$ cat config.mk
export PLATFORM = sky130hd
export DESIGN_NAME = led_blink_driver
export DESIGN_NICKNAME = d
export VERILOG_FILES = /design/src/rtl/led_blink_driver_pkg.sv /design/src/rtl/led_blink_driver_sat_counter.sv /design/src/rtl/led_blink_driver.sv
export SDC_FILE = /design/constraint.sdc
export NUM_CORES = 1
export LEC_CHECK = 0
export CAP_MARGIN = 20
export CORE_MARGIN = 2
export CORE_UTILIZATION = 55
export CTS_CLUSTER_DIAMETER = 60
export DETAILED_ROUTE_END_ITERATION = 7
export PLACE_DENSITY = 0.77
export SYNTH_ARGS = -nofsm -noshare
export SYNTH_HDL_FRONTEND = slang
export SYNTH_SLANG_ARGS = --single-unit
$ cat constraint.sdc
create_clock -name CLK -period 3.1 [get_ports CLK]
set_input_delay 0.62 -clock CLK [delete_from_list [all_inputs] [get_ports CLK]]
set_output_delay 0.62 -clock CLK [all_outputs]
set_load 0.02 [all_outputs]
$ cat src/rtl/led_blink_driver_pkg.sv
// Shared types for the LED blink driver: FSM state encoding.
package led_blink_driver_pkg;

  typedef enum logic [1:0] {
    ST_IDLE = 2'd0,
    ST_ON   = 2'd1,
    ST_GAP  = 2'd2
  } state_e;

endpackage

$ cat src/rtl/led_blink_driver_sat_counter.sv
// Up/down counter that saturates at all-ones and latches a sticky overflow flag
// when an increment is refused. Used as the pending-event queue depth.
module sat_counter #(
  parameter int unsigned WIDTH = 3
) (
  input  logic             clk_i,
  input  logic             rst_i,
  input  logic             inc_i,
  input  logic             dec_i,
  output logic [WIDTH-1:0] count_o,
  output logic             ovf_o
);

  logic [WIDTH-1:0] count_q, count_d;
  logic             ovf_q, ovf_d;

  always_comb begin
    count_d = count_q;
    ovf_d   = ovf_q;
    // Simultaneous inc and dec cancel, so only one-sided requests change the count.
    if (inc_i && !dec_i) begin
      if (count_q == '1) ovf_d = 1'b1;
      else               count_d = count_q + 1'b1;
    end else if (dec_i && !inc_i && count_q != '0) begin
      count_d = count_q - 1'b1;
    end
  end

  always_ff @(posedge clk_i or posedge rst_i) begin
    if (rst_i) begin
      count_q <= '0;
      ovf_q   <= 1'b0;
    end else begin
      count_q <= count_d;
      ovf_q   <= ovf_d;
    end
  end

  assign count_o = count_q;
  assign ovf_o   = ovf_q;

endmodule

$ cat src/rtl/led_blink_driver.sv
// Turns single-cycle event strobes into queued LED blinks with minimum on/off
// times measured in prescaler CE ticks.
module led_blink_driver
  import led_blink_driver_pkg::*;
#(
  parameter int unsigned CNTR_WIDTH = 4,
  parameter int unsigned ON_TICKS   = 3,
  parameter int unsigned OFF_TICKS  = 2,
  parameter int unsigned PEND_WIDTH = 3
) (
  input  logic CLK,
  input  logic RST,
  input  logic CE,
  input  logic EVT_IN,
  output logic LED_OUT,
  output logic BUSY,
  output logic DONE_CEO,
  output logic OVF
);

  localparam logic [CNTR_WIDTH-1:0] ON_LAST  = CNTR_WIDTH'(ON_TICKS - 1);
  localparam logic [CNTR_WIDTH-1:0] OFF_LAST = CNTR_WIDTH'(OFF_TICKS - 1);

  state_e                  state_q, state_d;
  logic [CNTR_WIDTH-1:0]   timer_q, timer_d;
  logic                    led_q, led_d;
  logic                    done_q, done_d;
  logic                    dequeue;
  logic [PEND_WIDTH-1:0]   pend;

  sat_counter #(
    .WIDTH(PEND_WIDTH)
  ) u_pend (
    .clk_i  (CLK),
    .rst_i  (RST),
    .inc_i  (EVT_IN),
    .dec_i  (dequeue),
    .count_o(pend),
    .ovf_o  (OVF)
  );

  always_comb begin
    state_d = state_q;
    timer_d = timer_q;
    dequeue = 1'b0;
    done_d  = 1'b0;
    unique case (state_q)
      ST_IDLE: begin
        // Starting a blink does not wait for CE, keeping the press-to-light latency at one clock.
        if (pend != '0) begin
          state_d = ST_ON;
          timer_d = '0;
          dequeue = 1'b1;
        end
      end
      ST_ON: begin
        if (CE) begin
          if (timer_q == ON_LAST) begin
            state_d = ST_GAP;
            timer_d = '0;
          end else begin
            timer_d = timer_q + 1'b1;
          end
        end
      end
      ST_GAP: begin
        if (CE) begin
          if (timer_q == OFF_LAST) begin
            timer_d = '0;
            if (pend != '0) begin
              state_d = ST_ON;
              dequeue = 1'b1;
            end else begin
              state_d = ST_IDLE;
              done_d  = 1'b1;
            end
          end else begin
            timer_d = timer_q + 1'b1;
          end
        end
      end
      default: begin
        state_d = ST_IDLE;
        timer_d = '0;
      end
    endcase
    led_d = (state_d == ST_ON);
  end

  always_ff @(posedge CLK or posedge RST) begin
    if (RST) begin
      state_q <= ST_IDLE;
      timer_q <= '0;
      led_q   <= 1'b0;
      done_q  <= 1'b0;
    end else begin
      state_q <= state_d;
      timer_q <= timer_d;
      led_q   <= led_d;
      done_q  <= done_d;
    end
  end

  assign LED_OUT  = led_q;
  assign DONE_CEO = done_q;
  assign BUSY     = (state_q != ST_IDLE) || (pend != '0);

endmodule

==> summary.md, run 1 <==
| Metric | Value |
|---|---|
| DRC | 0 |
| Slew at the pin closest to its max-slew limit | 0.531 ns |
| Hold WC Path Type | flip-flop to flip-flop |
| Worst-path clk slew | 0.08 ns |
| Post-route antenna net violation count | 0 |
| Reg2reg start | timer_q[2] |
| Hpwl dp | 1350 µm |
| Fraction of registers with async set/reset | 100% |
| Crit-path slowest cell | clkdlybuf4s50_1 |
| Core area | 1470 µm² |
| Ys Warns | 0 |
| Final Cycle Share | 81.5% |
| Vias in the first global route | 678 |
| DRT Pass-1 Iters | 4 |
| Pleak | 0.410 nW |
| Crit path max-delay family | compound AO/OA/AOI/OAI gates |
| Count of cell types in the netlist | 34 |
| Initial antenna violation count | 0 |
| Worst clock skew | 0.00447 ns |
| Layout cells sized above 1 | 13.6% |
| H-tree depth | 1 |
| Clk sink count | 12 |
| FF-to-FF path depth | 8 |
| Root buffer cell | clkbuf_4 |
| Status | completed |
| Die area | 1870 µm² |
| Die X | 43.3 µm |
| Compound-Gate Fraction of Synth Area | 29.6% |
| Maximum vdd drop | 0.000504 V |
| Post-Synth Simple-Gate Area | 20.8% |
| First-pass GRT wire length | 3050 µm |
| Max_cap viols | 0 |
| Die Ht | 43.3 µm |
| # hold bufs at CTS | 0 |
| Yosys reg bits | 12 |
| Routed WL | 1780 µm |
| CP endpoint kind | flip-flop |
| N_diodes | 0 |
| Area share of xor/xnor cells in the synthesized design | 1.03% |
| Req. time, crit path | 3.26 ns |
| Synthesized net count | 104 |
| Critical path buffer and inverter count | 1 |
| Avg Inst Size Synth | 8.93 µm² |
| Vias per cell | 6.35 |
| R2R Setup Slk | 0.69 ns |
| Arr. time, crit path | 2.68 ns |
| CTS tree | yes |
| Startpoint Class | input port |
| Main combinational cell family by area after synthesis | compound AO/OA/AOI/OAI gates |
| Pin count of the biggest net entering global routing | 16 |
| Adder-Cell Fraction of Synth Area | 8.26% |
| Sequential area share after synthesis | 35.4% |
| I/O Pins | 8 |
| Post_cts resized | 0 |
| Max_slew headroom | 64.2% |
| Main synth FF type | dfrtp_1 |
| Port Buf Inserts | 7 |
| Post-CTS Setup Repair Bufs | 0 |
| Gr usage total | 22.0% |
| Nets | 113 |
| Final core occ | 65.7% |
| Peak fanout along the critical path | 6 |
| Aggregate negative setup slack | 0 ns |
| Worst skew pair latency | 0.28 ns |
| Worst path max stage delay | 0.58 ns |
| Multiplexer share of the synthesized area | 0% |
| Synth Instances | 95 |
| Peak Freq | 396 MHz |
| Final hold vios | 0 |
| Max Root-Sink Buffers | 2 |
| Total power draw | 0.918 mW |
| RR Endpoint | u_pend.count_o[1] |
| Rows | 14 |
| Worst Hold Launch | u_pend.ovf_o |
| Grt total ovfl | 0 |
| Post-synth EDFFs | 0 |
| Final Instance Area | 967 µm² |
| Area delta synth->final | 14.0% |
| Cells along the critical path | clkdlybuf4s50_1, a41oi_4, or2_4, nand2_1, fa_1, a21o_1, a32oi_1, o221ai_1 |
| Num CTS Buffers | 3 |
| Power Density | 949 nW/µm² |
| Starting Density | 57.7% |
| Final setup viols | 0 |
| Per-cell routed wire length | 15.0 µm |
| Slew Viols, Final | 0 |
| RSZ-0062 raised after global routing | false |
| Critical path class | input port to flip-flop |
| Hold Slack | 0.470 ns |
| DR vias | 756 |
| Fin crit period | 2.53 ns |
| Gpl congestion | 0.807 |
| Hold path depth | 1 |
| Hold path endpoint | u_pend.ovf_o |
| Starting DRT DRC Count | 20 |
| Cell Area, Synth | 848 µm² |
| Placed Area | 931 µm² |
-- cell families after synthesis --
logic type / count (synthesis)
xor gates and xnor gates: 1
buffers and inverters: 10
adders and majority gates: 5
and+or+nand+nor: 34
DFF: 12
AOI/OAI and AO/OA: 33
-- state kept, by name, summed over array words and instances (netlist names) --
| register | flops |
|---|---|
| timer_q | 4 |
| u_pend.count_o | 3 |
| state_q | 2 |
| DONE_CEO | 1 |
| LED_OUT | 1 |
| u_pend.ovf_o | 1 |
-- Yosys cell counts (2+ instances only) --
cell | instances | share of area [%]
nor2_1 | 5 | 2.2
buf_2 | 3 | 1.8
dfrtp_1 | 12 | 35
nand2_1 | 9 | 4.0
a32oi_1 | 2 | 2.1
nand3_1 | 3 | 1.8
clkbuf_1 | 2 | 0.89
inv_1 | 5 | 2.2
a21o_1 | 2 | 1.8
ha_1 | 4 | 5.9
o31ai_1 | 3 | 2.7
a21oi_1 | 6 | 3.5
o21ai_0 | 9 | 5.3
and3_1 | 4 | 2.9
nor2b_1 | 2 | 1.5
nor3_1 | 5 | 2.9
or2_2 | 2 | 1.5
-- cell type report --
| class | count | area, µm² |
|---|---|---|
| inverter | 5 | 18.8 |
| clock buffer | 4 | 36.3 |
| timing repair buffer | 9 | 85.1 |
| sequential | 12 | 300 |
| tap | 16 | 20.0 |
| multi-input combinational | 73 | 507 |
| fill | 128 | 504 |
-- stage by stage --
step / std cells / setup slack [ns]
6_report: 119 / 0.574
5_1_grt: 119 / 0.461
4_1_cts: 119 / 0.576
3_5_place_dp: 115 / 0.270
3_3_place_gp: 115 / 0.334
2_1_floorplan: 95 / 0.811
-- per-layer routing --
| metal | share of wire [%] | track usage, % | wire, µm |
|---|---|---|---|
| met1 | 43 | 27.9 | 761 |
| met2 | 51 | 35.5 | 915 |
| met3 | 3.4 | 3.83 | 61 |
| met4 | 2.4 | 10.9 | 42 |
| met5 | 0 | 0 | 0 |
-- power breakdown --
part,internal (mW),switching (mW)
logic,0.234,0.258
registers,0.209,0.0880
clock network,0.0715,0.0584
total,0.514,0.404
-- worst max-delay path by stage --
stage                    start                 to  slack (ns)  depth (start not counted)
floorplan           state_q[0]  u_pend.count_o[1]        0.81                         10
global placement            CE  u_pend.count_o[1]        0.33                          8
detailed placement          CE  u_pend.count_o[1]        0.27                          8
CTS                         CE  u_pend.count_o[1]        0.58                          8
global route                CE  u_pend.count_o[1]        0.46                          8
finish                      CE  u_pend.count_o[1]        0.57                          8
-- placed cells by master (no fill, tap or decap), types with 2 or more instances in the layout --
cell	netlist	final
nor2b_1	2	2
and3_1	4	4
clkdlybuf4s50_1	0	7
nand2_1	9	9
or2_2	2	2
a21o_1	2	2
o31ai_1	3	3
nor3_1	5	5
o21ai_0	9	9
nand3_1	3	3
a32oi_1	2	2
clkbuf_4	0	3
ha_1	4	4
nor2_1	5	5
dfrtp_1	12	12
buf_4	0	2
inv_1	5	5
a21oi_1	6	6
Power figures use the tool's default switching activity.
==> run 2: changes to the inputs <==
CORE_UTILIZATION = 49   (was 55)
PLACE_DENSITY = 0.73   (was 0.77)
clock period = 2.2 ns   (was 3.1 ns; I/O delays follow)
==> run 2 against run 1 <==
Against the previous run:
- first-iteration DRC count stayed put
- core utilization is 0.19 points higher
- flip-flop and latch count stayed put
- final area is 14% higher
- clock skew is 0.0062 ns higher
- non-clock buffer count is 14 higher
- combinational power is 110% higher
- worst hold slack worse by 0.0055 ns
- critical path depth is 1 higher
- routed wire length is 13% higher
- clock power hardly changed
- sequential share of layout area is 3.8 points lower
- critical path type is now flip-flop to flip-flop
==> summary.md, run 2 (synthesized netlist as in run 1, its figures left out) <==
| Metric | Value |
|---|---|
| N_diodes | 0 |
| Max reg flops | 4 |
| Worst clock skew | 0.0107 ns |
| Layout cells sized above 1 | 31.0% |
| DR vias | 808 |
| Nets | 127 |
| Placed Area | 1020 µm² |
| Final setup viols | 0 |
| Starting DRT DRC Count | 20 |
| Core area | 1670 µm² |
| Post-route antenna net violation count | 0 |
| Die area | 2080 µm² |
| CP endpoint kind | flip-flop |
| Commonest non-fill, non-tap cell in the layout | buf_4 |
| Commonest cells after routing, fill and taps aside | buf_4 (16), dfrtp_1 (12), o21ai_0 (9) |
| Arr. time, crit path | 2.31 ns |
| Grt total ovfl | 0 |
| I/O Pins | 8 |
| Root buffer cell | clkbuf_4 |
| R2R Setup Slk | 0.01 ns |
| Clk sink count | 12 |
| Peak Freq | 458 MHz |
| Cells along the critical path | inv_2, ha_4, a41oi_4, or2_4, nand2_2, fa_2, a21o_1, a32oi_1, o221ai_1 |
| Per-cell routed wire length | 15.1 µm |
| First-pass GRT wire length | 3040 µm |
| Final hold vios | 0 |
| Pin count of the biggest net entering global routing | 15 |
| Pleak | 0.475 nW |
| Final Cycle Share | 99.4% |
| Starting Density | 50.8% |
| Startpoint Class | flip-flop |
| Uppermost layer routed | met3 |
| Routed WL | 2010 µm |
| Gpl congestion | 0.818 |
| CTS tree | yes |
| Initial antenna violation count | 0 |
| Fillers | 148 |
| Worst path max stage delay | 0.46 ns |
| Worst skew pair latency | 0.27 ns |
| Status | completed |
| Critical path buffer and inverter count | 1 |
| Met3 WL | 59 µm |
| Slew at the pin closest to its max-slew limit | 0.494 ns |
| H-tree depth | 1 |
| Area delta synth->final | 29.8% |
| Final Instance Area | 1100 µm² |
| Num CTS Buffers | 3 |
| Max Root-Sink Buffers | 2 |
| Setup WS post-layout | 0.0143 ns |
| Placement Setup Slack | -0.350 ns |
| Wl on met1 | 857 µm |
| Die X | 45.6 µm |
| Hpwl dp | 1440 µm |
| Crit-path slowest cell | fa_2 |
| # hold bufs at CTS | 0 |
| Gr usage total | 20.1% |
| DRT Pass-1 Iters | 4 |
| Max_slew headroom | 67.0% |
| Peak fanout along the critical path | 4 |
| Most flop-heavy register | timer_q |
| Worst-path clk slew | 0.08 ns |
| Power Density | 1350 nW/µm² |
| Maximum vdd drop | 0.000784 V |
| Fin crit period | 2.19 ns |
| Rows | 15 |
| Max_cap viols | 0 |
| Req. time, crit path | 2.32 ns |
| Hold WC Path Type | flip-flop to flip-flop |
| Aggregate negative setup slack | 0 ns |
| Critical path class | flip-flop to flip-flop |
| Met2 routed WL | 1090 µm |
| Vias per cell | 6.08 |
| Crit path max-delay family | adder cells |
| Slew Viols, Final | 0 |
| DRC | 0 |
| Port Buf Inserts | 7 |
| Vias in the first global route | 740 |
| Die Ht | 45.6 µm |
==> run 2: report_power, final <==
part	switching, mW	total (mW)	internal (mW)
clock network	0.0670	0.130	0.0631
logic	0.523	1.01	0.488
registers	0.0461	0.342	0.296
==> run 2: final cells by class <==
class | instances | area (µm²) | share of cell area (%)
timing repair buffer | 23 | 189 | 17.2
clock buffer | 3 | 22.5 | 2.05
tap | 17 | 21.3 | 1.93
inverter | 5 | 18.8 | 1.70
sequential | 12 | 300 | 27.3
multi-input combinational | 73 | 549 | 49.9
==> run 2: metrics by stage <==
stage	hold WS (ns)	util (%)	total power, mW	instances
global placement	0.452	60.9	1.20	125
floorplan	0.305	-	0.972	95
global route	0.498	65.9	1.60	133
finish	0.464	65.9	1.48	133
detailed placement	0.455	60.9	1.25	125
CTS	0.471	64.1	1.44	131
==> run 2: final timing paths <==
path                              start           endpoint  cells after the start
setup / recovery             state_q[0]  u_pend.count_o[1]                      9
hold / removal             u_pend.ovf_o       u_pend.ovf_o                      1
setup reg to reg             state_q[0]  u_pend.count_o[1]                      9
hold reg to reg            u_pend.ovf_o       u_pend.ovf_o                      1
max in group asynchronous           RST  u_pend.count_o[1]                      2
min in group asynchronous           RST         timer_q[1]                      2
==> run 2: layer usage <==
metal	global-route usage [%]	up-vias
li1	-	395
met1	24.2	396
met2	33.8	17
met3	3.97	0
met4	9.41	0
met5	0	-
==> run 2: repair_timing <==
action	4_1_cts	5_1_grt
buffers inserted	3	2
setup endpoints to repair	1	3
pin swaps	0	2
resized for setup	3	4
==> run 3: changes to the inputs <==
PLACE_DENSITY = default   (was 0.73)
PLACE_DENSITY_LB_ADDON = 0.1   (was default)
==> run 3 against run 2 <==
Against the previous run:
- sequential share of layout area shrank 0.18 points
- non-clock buffer count shrank 1
- global-route usage grew 0.25 points
- largest cell class unchanged
- core utilization grew 0.45 points
- clock skew shrank 0.0090 ns
- clock power grew 38%
- largest power group unchanged
- final area grew 0.68%
- combinational power shrank 5%
- final cell count is the same
==> summary.md, run 3 (synthesized netlist as in run 1, its figures left out) <==
| Metric | Value |
|---|---|
| Sw frac | 42.0% |
| Hpwl dp | 1390 µm |
| Starting DRT DRC Count | 19 |
| Maximum vdd drop | 0.000782 V |
| Max reg flops | 4 |
| Fin crit period | 2.16 ns |
| Die X | 45.6 µm |
| Startpoint Class | flip-flop |
| Routed WL | 1880 µm |
| Peak Freq | 463 MHz |
| Gr usage total | 20.3% |
| Final setup viols | 0 |
| Max_slew headroom | 68.9% |
| R2R Setup Slk | 0.04 ns |
| Hold WC Path Type | input port to async pin |
| Core area | 1670 µm² |
| Port Buf Inserts | 7 |
| Reg area | 300 µm² |
| FF-to-FF path depth | 9 |
| Worst-path clk slew | 0.08 ns |
| Critical path class | flip-flop to flip-flop |
| I/O Pins | 8 |
| Worst skew pair latency | 0.27 ns |
| CTS tree | yes |
| Rows | 15 |
| First-pass GRT wire length | 3020 µm |
| Clock power frac | 12.1% |
| Vias in the first global route | 714 |
| Area delta synth->final | 30.7% |
| Fillers | 140 |
| Most flop-heavy register | timer_q |
| DR vias | 781 |
| Nets | 126 |
| CP endpoint kind | flip-flop |
| Post-route antenna net violation count | 0 |
| Aggregate negative setup slack | 0 ns |
| Num CTS Buffers | 3 |
| Pleak | 0.484 nW |
| Commonest non-fill, non-tap cell in the layout | buf_4 |
| Status | completed |
| DRC | 0 |
| Clk sink count | 12 |
| Crit path launch | state_q[0] |
| Max Root-Sink Buffers | 2 |
| N_diodes | 0 |
| H-tree depth | 1 |
| Worst clock skew | 0.00167 ns |
| Final core occ | 66.4% |
| Gpl congestion | 0.829 |
| Grt total ovfl | 0 |
| Pin count of the biggest net entering global routing | 15 |
| Final hold vios | 0 |
| Slew Viols, Final | 0 |
| Arr. time, crit path | 2.30 ns |
| Power Density | 1340 nW/µm² |
| Reg2reg start | state_q[0] |
| Vias per cell | 5.87 |
| RR Endpoint | u_pend.count_o[1] |
| Req. time, crit path | 2.34 ns |
| Slew at the pin closest to its max-slew limit | 0.466 ns |
| Initial antenna violation count | 0 |
| Pint | 0.861 mW |
| Commonest cells after routing, fill and taps aside | buf_4 (15), dfrtp_1 (12), o21ai_0 (9) |
| Psw | 0.624 mW |
| Final Cycle Share | 98.2% |
| Comb pwr share | 64.7% |
| # hold bufs at CTS | 0 |
| DRT Pass-1 Iters | 4 |
| Per-cell routed wire length | 14.1 µm |
| Root buffer cell | clkbuf_4 |
| Peak fanout along the critical path | 4 |
| RSZ-0062 raised after global routing | true |
| Starting Density | 50.8% |
| Sequential power share | 23.3% |
| Max_cap viols | 0 |
| Die Ht | 45.6 µm |
| Layout cells sized above 1 | 30.2% |
| Multi-input logic area | 547 µm² |
| Die area | 2080 µm² |
[run 3: worst max-delay path: stages (launching register included)]
cell and delay, ns:
dfrtp_1 0.41, inv_2 0.13, ha_4 0.16, a41oi_4 0.09, or2_4 0.27, nand2_2 0.06
fa_1 0.45, a21o_1 0.18, a32oi_1 0.15, o221ai_1 0.13
[run 3: worst max path at each step]
stage                              endpoint
after floorplan           u_pend.count_o[1]
after global placement    u_pend.count_o[1]
after detailed placement  u_pend.count_o[1]
after CTS                 u_pend.count_o[1]
after global routing      u_pend.count_o[1]
final                     u_pend.count_o[1]
[run 3: power by group through the flow]
stage	Sequential, mW	Clock (mW)	Combinational [mW]
finish	0.345	0.179	0.960
global route	0.353	0.193	1.06
CTS	0.340	0.184	0.911
detailed placement	0.345	0	0.899
global placement	0.341	0	0.877
floorplan	0.372	0	0.600
[run 3: repair_timing]
action / 4_1_cts / 5_1_grt
endpoints found under the setup margin: 1 / 3
pin swaps: 0 / 6
setup buffers: 1 / 1
gates resized for setup: 0 / 6
endpoints found under the hold margin: 0 / 0
[run 3: cell type report]
class | count | area share [%]
clock buffers | 4 | 3.27
well taps | 17 | 1.92
multi-input cells | 73 | 49.3
repair buffers | 22 | 16.7
inverters | 5 | 1.69
flip-flops and latches | 12 | 27.1
[run 3: metal layers]
layer,routed length (µm),share of wire [%],GRT usage [%]
met3,52,2.8,2.38
met1,919,49,28.6
met4,19,1.0,10.6
met2,884,47,30.1
met5,0,0,0
[run 3: through the flow]
stage	worst slack [ns]	instance area [µm²]	std cells	power (mW)	hold WS [ns]
5_1_grt	-0.0169	1110	133	1.60	0.521
4_1_cts	0.00607	1080	132	1.44	0.500
6_report	0.0395	1110	133	1.48	0.482
3_3_place_gp	-0.201	1030	127	1.22	0.457
2_1_floorplan	-0.0177	872	95	0.972	0.305
3_5_place_dp	-0.260	1030	127	1.24	0.485
